--- config.mk ---
export PLATFORM = sky130hd
export DESIGN_NAME = lc3_ctrl_fsm_flat
export DESIGN_NICKNAME = d
export VERILOG_FILES = /design/src/rtl/lc3_pkg.sv /design/src/rtl/lc3_ctrl_fsm_if.sv /design/src/rtl/lc3_wait_timer.sv /design/src/rtl/lc3_ctrl_fsm.sv /design/src/flat_wrapper.sv
export SDC_FILE = /design/constraint.sdc
export NUM_CORES = 1
export LEC_CHECK = 0
export BUFFER_PORTS_ARGS = -buffer_cell sky130_fd_sc_hd__buf_2
export CORE_MARGIN = 2
export CORE_UTILIZATION = 40
export CTS_CLUSTER_SIZE = 40
export DETAILED_ROUTE_END_ITERATION = 8
export SLEW_MARGIN = 40
export SYNTH_ARGS = -nofsm -noshare
export SYNTH_HDL_FRONTEND = slang
export SYNTH_SLANG_ARGS = --single-unit
--- constraint.sdc ---
create_clock -name clk -period 3.1 [get_ports clk]
set_input_delay 0 -clock clk [delete_from_list [all_inputs] [get_ports clk]]
set_output_delay 0 -clock clk [all_outputs]
set_load 0.02 [all_outputs]
--- src/rtl/lc3_pkg.sv ---
// Shared definitions for the LC3 control sequencer: opcode codes, the
// controller state encoding and opcode classification helpers.
package lc3_pkg;

    localparam logic [3:0] OP_BR  = 4'b0000;
    localparam logic [3:0] OP_ADD = 4'b0001;
    localparam logic [3:0] OP_LD  = 4'b0010;
    localparam logic [3:0] OP_ST  = 4'b0011;
    localparam logic [3:0] OP_AND = 4'b0101;
    localparam logic [3:0] OP_LDR = 4'b0110;
    localparam logic [3:0] OP_STR = 4'b0111;
    localparam logic [3:0] OP_NOT = 4'b1001;
    localparam logic [3:0] OP_LDI = 4'b1010;
    localparam logic [3:0] OP_STI = 4'b1011;
    localparam logic [3:0] OP_JMP = 4'b1100;
    localparam logic [3:0] OP_LEA = 4'b1110;

    typedef enum logic [3:0] {
        ST_IDLE    = 4'd0,
        ST_FETCH   = 4'd1,
        ST_DECODE  = 4'd2,
        ST_EXECUTE = 4'd3,
        ST_MEM_IND = 4'd4,
        ST_MEM     = 4'd5,
        ST_WB      = 4'd6,
        ST_UPDPC   = 4'd7
    } ctrl_state_t;

    function automatic logic is_load(input logic [3:0] op);
        return (op == OP_LD) || (op == OP_LDR) || (op == OP_LDI);
    endfunction

    function automatic logic is_store(input logic [3:0] op);
        return (op == OP_ST) || (op == OP_STR) || (op == OP_STI);
    endfunction

    // LDI/STI need a pointer read before the real data access
    function automatic logic is_indirect(input logic [3:0] op);
        return (op == OP_LDI) || (op == OP_STI);
    endfunction

    // Instructions that finish with a register-file write
    function automatic logic writes_reg(input logic [3:0] op);
        return (op == OP_ADD) || (op == OP_AND) || (op == OP_NOT) ||
               (op == OP_LEA) || is_load(op);
    endfunction

    // JSR, RTI, TRAP and the reserved code are not handled by this sequencer
    function automatic logic is_legal(input logic [3:0] op);
        return writes_reg(op) || is_store(op) || (op == OP_BR) || (op == OP_JMP);
    endfunction

endpackage

--- src/rtl/lc3_ctrl_fsm_if.sv ---
// Control/handshake bundle between the sequencer (master) and the
// datapath plus memories (slave).
interface lc3_ctrl_fsm_if;
    logic       run;
    logic [3:0] opcode;
    logic       imem_ack;
    logic       dmem_ack;
    logic       en_fetch;
    logic       en_decode;
    logic       en_execute;
    logic       en_writeback;
    logic       en_updatepc;
    logic       imem_req;
    logic       dmem_req;
    logic       dmem_we;
    logic       dmem_ind;
    logic [3:0] state_o;
    logic       err_timeout;
    logic       illegal_op;

    modport master (
        input  run, opcode, imem_ack, dmem_ack,
        output en_fetch, en_decode, en_execute, en_writeback, en_updatepc,
               imem_req, dmem_req, dmem_we, dmem_ind, state_o,
               err_timeout, illegal_op
    );

    modport slave (
        output run, opcode, imem_ack, dmem_ack,
        input  en_fetch, en_decode, en_execute, en_writeback, en_updatepc,
               imem_req, dmem_req, dmem_we, dmem_ind, state_o,
               err_timeout, illegal_op
    );
endinterface

--- src/rtl/lc3_wait_timer.sv ---
// Memory wait counter shared by all request states; flags the last
// permitted wait cycle.
module lc3_wait_timer #(
    parameter int TIMEOUT = 16,
    parameter int CNT_W   = 5
) (
    input  logic clk,
    input  logic rst,
    input  logic i_clear,
    input  logic i_enable,
    output logic o_expired
);
    logic [CNT_W-1:0] r_count;

    // Count waiting cycles; clear wins so each new state starts from zero
    always_ff @(posedge clk) begin
        if (rst || i_clear) begin
            r_count <= '0;
        end else if (i_enable) begin
            r_count <= r_count + 1'b1;
        end
    end

    assign o_expired = (r_count == CNT_W'(TIMEOUT - 1));
endmodule

--- src/rtl/lc3_ctrl_fsm.sv ---
// LC3 multi-cycle control sequencer: fetch, decode, execute, memory,
// write-back and PC update, with bounded memory handshakes.
module lc3_ctrl_fsm
    import lc3_pkg::*;
#(
    parameter int TIMEOUT = 16,
    parameter int CNT_W   = 5
) (
    input  logic               clk,
    input  logic               rst,
    lc3_ctrl_fsm_if.master     bus
);
    ctrl_state_t r_state;
    ctrl_state_t w_state_next;
    logic [3:0]  r_opcode;
    logic        w_waiting;
    logic        w_ack;
    logic        w_expired;
    logic        w_timeout;

    // Only the state that issued a request listens to its ack
    assign w_waiting = (r_state == ST_FETCH) || (r_state == ST_MEM) ||
                       (r_state == ST_MEM_IND);
    assign w_ack     = (r_state == ST_FETCH) ? bus.imem_ack :
                       ((r_state == ST_MEM) || (r_state == ST_MEM_IND)) ? bus.dmem_ack :
                       1'b0;
    // An ack on the final allowed cycle still wins over the abort
    assign w_timeout = w_waiting && !w_ack && w_expired;

    lc3_wait_timer #(
        .TIMEOUT (TIMEOUT),
        .CNT_W   (CNT_W)
    ) u_wait_timer (
        .clk       (clk),
        .rst       (rst),
        .i_clear   (w_state_next != r_state),
        .i_enable  (w_waiting),
        .o_expired (w_expired)
    );

    // Next-state selection
    always_comb begin
        w_state_next = r_state;
        case (r_state)
            ST_IDLE: begin
                if (bus.run) w_state_next = ST_FETCH;
            end
            ST_FETCH: begin
                if (bus.imem_ack)  w_state_next = ST_DECODE;
                else if (w_timeout) w_state_next = ST_IDLE;
            end
            ST_DECODE: begin
                w_state_next = is_legal(bus.opcode) ? ST_EXECUTE : ST_UPDPC;
            end
            ST_EXECUTE: begin
                if (is_indirect(r_opcode))
                    w_state_next = ST_MEM_IND;
                else if (is_load(r_opcode) || is_store(r_opcode))
                    w_state_next = ST_MEM;
                else if (writes_reg(r_opcode))
                    w_state_next = ST_WB;
                else
                    w_state_next = ST_UPDPC;
            end
            ST_MEM_IND: begin
                if (bus.dmem_ack)   w_state_next = ST_MEM;
                else if (w_timeout) w_state_next = ST_IDLE;
            end
            ST_MEM: begin
                if (bus.dmem_ack)   w_state_next = is_load(r_opcode) ? ST_WB : ST_UPDPC;
                else if (w_timeout) w_state_next = ST_IDLE;
            end
            ST_WB:    w_state_next = ST_UPDPC;
            ST_UPDPC: w_state_next = ST_IDLE;
            default:  w_state_next = ST_IDLE;
        endcase
    end

    // State register and opcode latch; reset aborts any access in flight
    always_ff @(posedge clk) begin
        if (rst) begin
            r_state  <= ST_IDLE;
            r_opcode <= 4'd0;
        end else begin
            r_state <= w_state_next;
            if (r_state == ST_DECODE) r_opcode <= bus.opcode;
        end
    end

    // Stage enables and requests decoded from the state register
    always_comb begin
        bus.en_fetch     = (r_state == ST_FETCH) && bus.imem_ack;
        bus.en_decode    = (r_state == ST_DECODE);
        bus.en_execute   = (r_state == ST_EXECUTE);
        bus.en_writeback = (r_state == ST_WB);
        bus.en_updatepc  = (r_state == ST_UPDPC);
        bus.imem_req     = (r_state == ST_FETCH);
        bus.dmem_req     = (r_state == ST_MEM) || (r_state == ST_MEM_IND);
        bus.dmem_we      = (r_state == ST_MEM) && is_store(r_opcode);
        bus.dmem_ind     = (r_state == ST_MEM) && is_indirect(r_opcode);
        bus.state_o      = r_state;
        bus.err_timeout  = w_timeout;
        bus.illegal_op   = (r_state == ST_DECODE) && !is_legal(bus.opcode);
    end
endmodule
--- src/flat_wrapper.sv ---
// flat-port wrapper written by rule: the top's interface ports become plain ports
module lc3_ctrl_fsm_flat import lc3_pkg::*;
#(
    parameter int TIMEOUT = 16,
    parameter int CNT_W   = 5
)
  (clk, rst, bus_run, bus_opcode, bus_imem_ack, bus_dmem_ack, bus_en_fetch, bus_en_decode, bus_en_execute, bus_en_writeback, bus_en_updatepc, bus_imem_req, bus_dmem_req, bus_dmem_we, bus_dmem_ind, bus_state_o, bus_err_timeout, bus_illegal_op);
  lc3_ctrl_fsm_if bus_i ();
  input  logic clk;
  input  logic rst;
  input wire logic [$bits(bus_i.run)-1:0] bus_run;
  input wire logic [$bits(bus_i.opcode)-1:0] bus_opcode;
  input wire logic [$bits(bus_i.imem_ack)-1:0] bus_imem_ack;
  input wire logic [$bits(bus_i.dmem_ack)-1:0] bus_dmem_ack;
  output wire logic [$bits(bus_i.en_fetch)-1:0] bus_en_fetch;
  output wire logic [$bits(bus_i.en_decode)-1:0] bus_en_decode;
  output wire logic [$bits(bus_i.en_execute)-1:0] bus_en_execute;
  output wire logic [$bits(bus_i.en_writeback)-1:0] bus_en_writeback;
  output wire logic [$bits(bus_i.en_updatepc)-1:0] bus_en_updatepc;
  output wire logic [$bits(bus_i.imem_req)-1:0] bus_imem_req;
  output wire logic [$bits(bus_i.dmem_req)-1:0] bus_dmem_req;
  output wire logic [$bits(bus_i.dmem_we)-1:0] bus_dmem_we;
  output wire logic [$bits(bus_i.dmem_ind)-1:0] bus_dmem_ind;
  output wire logic [$bits(bus_i.state_o)-1:0] bus_state_o;
  output wire logic [$bits(bus_i.err_timeout)-1:0] bus_err_timeout;
  output wire logic [$bits(bus_i.illegal_op)-1:0] bus_illegal_op;
  assign bus_i.run = bus_run;
  assign bus_i.opcode = bus_opcode;
  assign bus_i.imem_ack = bus_imem_ack;
  assign bus_i.dmem_ack = bus_dmem_ack;
  assign bus_en_fetch = bus_i.en_fetch;
  assign bus_en_decode = bus_i.en_decode;
  assign bus_en_execute = bus_i.en_execute;
  assign bus_en_writeback = bus_i.en_writeback;
  assign bus_en_updatepc = bus_i.en_updatepc;
  assign bus_imem_req = bus_i.imem_req;
  assign bus_dmem_req = bus_i.dmem_req;
  assign bus_dmem_we = bus_i.dmem_we;
  assign bus_dmem_ind = bus_i.dmem_ind;
  assign bus_state_o = bus_i.state_o;
  assign bus_err_timeout = bus_i.err_timeout;
  assign bus_illegal_op = bus_i.illegal_op;
  lc3_ctrl_fsm #(.TIMEOUT(TIMEOUT), .CNT_W(CNT_W)) u_core (.clk(clk), .rst(rst), .bus(bus_i));
endmodule
==> results_dict.tcl, run 1 <==
set metrics [dict create \
    via_count 891 \
    worst_pin_slew_ns 0.669 \
    worstReg2RegStart "u_core.bus.state_o[0]" \
    coreArea_um2 2150 \
    fin_crit_ns 1.97 \
    finalPower_uw 316 \
    max_cap_violations 0 \
    min_from "bus_opcode[0]" \
    synth.avg_cell_area_um2 8.48 \
    critPathMaxStageDelay_ns 0.67 \
    yosysTopAreaCell "dfxtp_1" \
    die_w_um 51.2 \
    holdWs_ns 0.0153 \
    ir_worst_vdd_v 0.000198 \
    p_leak_nw 0.403 \
    clkTransAtPathRegs_ns 0.08 \
    fin_crit_sh 0.635 \
    first_global_vias 835 \
    synth_area_leaders "dfxtp_1 29%, mux2i_1 5.6%, nor4_1 4.9%" \
    n_antenna_cell 0 \
    fin_cells 156 \
    hold_path_class "input pin to flip-flop" \
    dieArea_um2 2620 \
    grt_usage 0.185 \
    place_ws_ns 1.19 \
    syn_area_um2 891 \
    synth_commonest_cells "13 x dfxtp_1, 9 x nor2_1, 7 x nor4_1" \
    viasPerCell 5.71 \
    grt-ovfl-total 0 \
    setup_viol 0 \
    numCtsBuffers 3 \
    synthCells 105 \
    syn_nets 116 \
    fin_setup_tns_ns 0 \
    path_cells "nor4b_4, o31ai_1, inv_1, buf_2" \
    place.gp.congestion 0.816 \
    clk-insertion-delay-late_ns 0.27 \
    yosysWarnings 0 \
    fin_area_um2 1060 \
    rsz0062_at_grt "false" \
    skew_ns 0.00545 \
    path_max_fanout 18 \
    drive_gt1_frac 0.250 \
    cts_sinks 13 \
    detail_route.drc_violations 0 \
    die_y_um 51.2 \
    crit_path_end_kind "output pin" \
    synthFlopType "dfxtp_1" \
    crit_arrival_ns 1.97 \
    startpoint_type "flip-flop" \
    max_freq_mhz 508 \
    start_util 0.415 \
    critPathSlowestCell "dfxtp_1" \
    cts_htree_levels 1 \
    cts_tree "yes" \
    synth.most_common_cell "dfxtp_1" \
    rrSetupSlack_ns 1.17 \
    clk_path_buf_depth 2 \
    place_area_um2 1010 \
    ys_ff_latch 13 \
    crit_path_start "u_core.bus.state_o[1]" \
    power_density_nw_per_um2 298 \
    nNetsFinal 140 \
    ios 24 \
    place_inst 150 \
    relSlewSlack 0.553 \
    cts.repair.resized 0 \
    outcome "completed" \
    required_ns 3.10 \
    setup_ws_ns 1.13 \
    fp-row-count 17 \
    synthArstFlopShare 0 \
    yosysUniqueCellTypes 42 \
    n_fill_cell 224 \
    antenna_left 0 \
    worstSetupPathType "flip-flop to output pin" \
    synth_edf_count 0 \
    cts-root-buf "clkbuf_4" \
    antenna_found_initial 0 \
    grt_max_degree 19 \
    drtIter0Drc 30 \
    area_delta_synth_final_pct 19.1 \
    grt_first_pass_wirelength_um 3710 \
    yosysSeqAreaShare 0.292 \
    hold_violations 0 \
    synth_top_cell_area_share 0.292 \
    port_buffers 23 \
    slew_violations 0 \
    final_util 0.494 \
    hpwl_um 1590 \
    drtPass1Iterations 4 \
    routed_wl_um 2140 \
    wl_per_cell_um 13.7 \
]
[report_power, final]
group          internal (mW)  total [mW]  switching (mW)
Combinational         0.0170      0.0365          0.0196
Clock                 0.0498       0.102          0.0519
Sequential             0.169       0.178         0.00867
[worst paths after layout]
path,to,depth (start not counted)
max,bus_illegal_op,4
min,u_core.r_opcode[0],3
max reg2reg,u_core.u_wait_timer.r_count[0],4
min reg2reg,u_core.u_wait_timer.r_count[1],2
[sequential cells by signal (all words and copies together), names as in the netlist]
signal,count
u_core.bus.state_o,4
u_core.r_opcode,4
u_core.u_wait_timer.r_count,5
[layout make-up]
class,count,area (um2),area share
Tap cell,28,35.0,0.0330
Timing Repair Buffer,25,135,0.127
Inverter,3,11.3,0.0106
Clock buffer,4,26.3,0.0248
Multi-Input combinational cell,83,593,0.559
Sequential cell,13,260,0.245
[timing repair]
| item | CTS | global route |
|---|---|---|
| hold buffers | 2 | 0 |
| buffers inserted | 0 | 0 |
| hold endpoints to repair | 7 | 0 |
[worst max-delay path, delay by kind of cell (launching register included)]
kind | cells | cell delay [ns]
flops | 1 | 0.67
compound gates | 1 | 0.20
buf+inv | 2 | 0.29
simple gates | 1 | 0.53
[layout by cell type, fill, tap and decap left out, types with 2 or more instances in the layout]
cell / count
buf_2: 23
dfxtp_1: 13
nor2_1: 9
nor4_1: 7
nor2b_1: 6
nor4b_1: 5
nand2_1: 5
mux2i_1: 5
nand3_1: 4
o21ai_0: 4
inv_1: 3
nor3_1: 3
xnor2_1: 3
clkbuf_4: 3
and3_1: 2
o31ai_1: 2
nand3b_1: 2
a21oi_1: 2
ha_1: 2
dlygate4sd3_1: 2
[cell families (layout without fill, tap and decap cells)]
logic type	after synthesis	count (layout)	share of synthesized area
and+or+nand+nor	53	53	0.381
AOI/OAI and AO/OA	18	18	0.157
DFF	13	13	0.292
buffers and inverters	9	32	0.0421
muxes	5	5	0.0562
xor gates and xnor gates	4	4	0.0393
adders and majority gates	2	2	0.0281
other	1	1	0.00421
[per-layer routing]
layer / vias up / GRT usage / part of all wire
met3: 4 / 0.0468 / 0.055
met5: - / 0 / 0
li1: 440 / - / -
met1: 423 / 0.258 / 0.48
met2: 24 / 0.273 / 0.45
met4: 0 / 0.0676 / 0.0089
(Power assumes the default switching activity.)
==> run 2: changes to the inputs <==
ABC_AREA = 1   (was not set)
clock period = 1.95 ns   (was 3.1 ns; I/O delays follow)
==> run 2 against run 1 <==
  * Critical path depth increased by 3
  * Power increased by 63%
  * Via count increased by 8.0%
  * Synthesized cell count increased by 41%
  * Design area increased by 3.9%
==> results_dict.tcl, run 2 <==
set metrics [dict create \
    outcome "completed" \
    final_util 0.508 \
    grt_max_degree 10 \
    synthFlopType "dfxtp_1" \
    place_ws_ns 0.347 \
    n_antenna_cell 0 \
    final_cell_mix "40 x nand2_1, 27 x nor2_1, 23 x buf_2" \
    final_common_cell "nand2_1" \
    synth_mux_area_frac 0.0111 \
    fin_setup_tns_ns 0 \
    hpwl_um 1680 \
    power_density_nw_per_um2 467 \
    clkPwrFrac 0.325 \
    synth_area_leaders "dfxtp_1 29%, nand2_1 17%, nor2_1 11%" \
    hold_path_class "input pin to flip-flop" \
    startpoint_type "flip-flop" \
    critPathSlowestCell "dlygate4sd3_1" \
    synth_commonest_cells "40 x nand2_1, 27 x nor2_1, 22 x inv_1" \
    port_buffers 23 \
    setup_viol 0 \
    internal_power_uw 376 \
    crit_top_cell "nand2_1" \
    min_path_cells 2 \
    swShare 0.269 \
    first_global_vias 838 \
    routed_wl_um 2150 \
    clk_path_buf_depth 2 \
    ys_ff_latch 13 \
    synth_edf_count 0 \
    antenna_left 0 \
    grt_first_pass_wirelength_um 3660 \
    syn_nets 159 \
    dieArea_um2 2650 \
    syn_area_um2 903 \
    nNetsFinal 189 \
    drive_gt1_frac 0.220 \
    die_y_um 51.5 \
    power_frac_comb 0.140 \
    skew_ns 0.0124 \
    start_util 0.416 \
    crit_path_end_kind "flip-flop" \
    yosysSeqAreaShare 0.288 \
    drtPass1Iterations 4 \
    worstRegToRegCells 7 \
    cts-root-buf "clkbuf_4" \
    clk-insertion-delay-late_ns 0.28 \
    path_cells "inv_2, nand2_1, nor2_4, inv_1, nand2_1, a21oi_1, dlygate4sd3_1" \
    yosysWarnings 0 \
    fp-row-count 17 \
    fin_crit_sh 0.895 \
    synth_compound_area_frac 0.0679 \
    synth_top_family_by_area "simple AND/OR/NAND/NOR gates" \
    grt_usage 0.180 \
    fin_crit_ns 1.75 \
    cts_tree "yes" \
    critPathMaxStageDelay_ns 0.55 \
    synthCells 148 \
    via_count 962 \
    setup_ws_ns 0.204 \
    max_cap_violations 0 \
    drtIter0Drc 31 \
    area_delta_synth_final_pct 22.0 \
    synth.most_common_cell "nand2_1" \
    die_w_um 51.5 \
    p_seq_frac 0.535 \
    cts_htree_levels 1 \
    coreArea_um2 2170 \
    p_leak_nw 0.557 \
    antenna_found_initial 0 \
    viasPerCell 4.69 \
    clkTransAtPathRegs_ns 0.09 \
    synth_top_cell_area_share 0.288 \
    path_max_fanout 9 \
    hold_violations 0 \
    numCtsBuffers 3 \
    p_sw_uw 138 \
    cts_sinks 13 \
    ios 24 \
    synth.avg_cell_area_um2 6.10 \
    synth_xor_area_frac 0.0291 \
    largest-register "u_core.u_wait_timer.r_count" \
    synthSimpleGateAreaFrac 0.452 \
    yosysTopAreaCell "dfxtp_1" \
    synthArstFlopShare 0 \
    synthAdderAreaFrac 0.0277 \
    slew_violations 0 \
    place.gp.congestion 0.862 \
    max_freq_mhz 573 \
    yosysUniqueCellTypes 24 \
    detail_route.drc_violations 0 \
    ir_worst_vdd_v 0.000342 \
    holdWs_ns 0.0129 \
    crit_arrival_ns 1.92 \
    largest_reg_flops 5 \
    wl_per_cell_um 10.5 \
    worstSetupPathType "flip-flop to flip-flop" \
    required_ns 2.12 \
    rsz0062_at_grt "false" \
    grt-ovfl-total 0 \
]
[run 2: final cells by class]
type / count / area (um2)
inverter: 24 / 90.1
timing repair buffer: 27 / 155
fill: 249 / 1070
tap: 28 / 35.0
multi-input combinational: 109 / 534
clock buffer: 4 / 26.3
sequential: 13 / 262
[run 2: power groups by stage]
stage	Clock [mW]	Sequential, mW	Combinational, mW
2_1_floorplan	0	0.283	0.0434
3_3_place_gp	0	0.281	0.0657
3_5_place_dp	0	0.281	0.0661
4_1_cts	0.169	0.275	0.0717
5_1_grt	0.184	0.276	0.0806
6_report	0.167	0.275	0.0718
[run 2: cell families (layout without fill, tap and decap cells)]
group                      after synthesis  count (layout)
DFF                                     13              13
AOI/OAI and AO/OA                       10              10
and+or+nand+nor                         92              92
adders and majority gates                2               2
other                                    1               1
buffers and inverters                   26              55
muxes                                    1               1
xor gates and xnor gates                 3               3
[run 2: metal layers]
layer	track usage	up-vias	wire length (um)
met5	0	-	0
met4	0.0658	0	15
met3	0.0115	2	127
met2	0.280	31	974
met1	0.261	416	1030
li1	-	513	-
[run 2: through the flow]
step | instance area, um2 | power [mW] | std cells
floorplan | 903 | 0.326 | 148
global placement | 1030 | 0.347 | 197
detailed placement | 1030 | 0.347 | 197
CTS | 1100 | 0.515 | 205
global route | 1100 | 0.540 | 205
finish | 1100 | 0.514 | 205
[run 2: path summary, 6_finish.rpt]
kind,startpoint,endpoint,slack [ns]
min reg2reg,u_core.r_opcode[3],u_core.r_opcode[3],0.53
min,rst,u_core.r_opcode[3],0.01
max,u_core.bus.state_o[0],u_core.r_opcode[1],0.20
max reg2reg,u_core.bus.state_o[0],u_core.r_opcode[1],0.20
[run 2: worst max-delay path: cells and delay by family, from the launching register on]
kind                   cells  cell delay (ns)
AND/OR/NAND/NOR            3             0.41
flip-flops                 1             0.40
AO/OA/AOI/OAI              1             0.05
buffers and inverters      3             0.78
[run 2: what timing repair did]
item / 4_1_cts / 5_1_grt
resized for setup: 0 / 1
hold endpoints to repair: 3 / 0
hold buffers: 4 / 0
buffers inserted: 0 / 0
endpoints found under the setup margin: 0 / 1
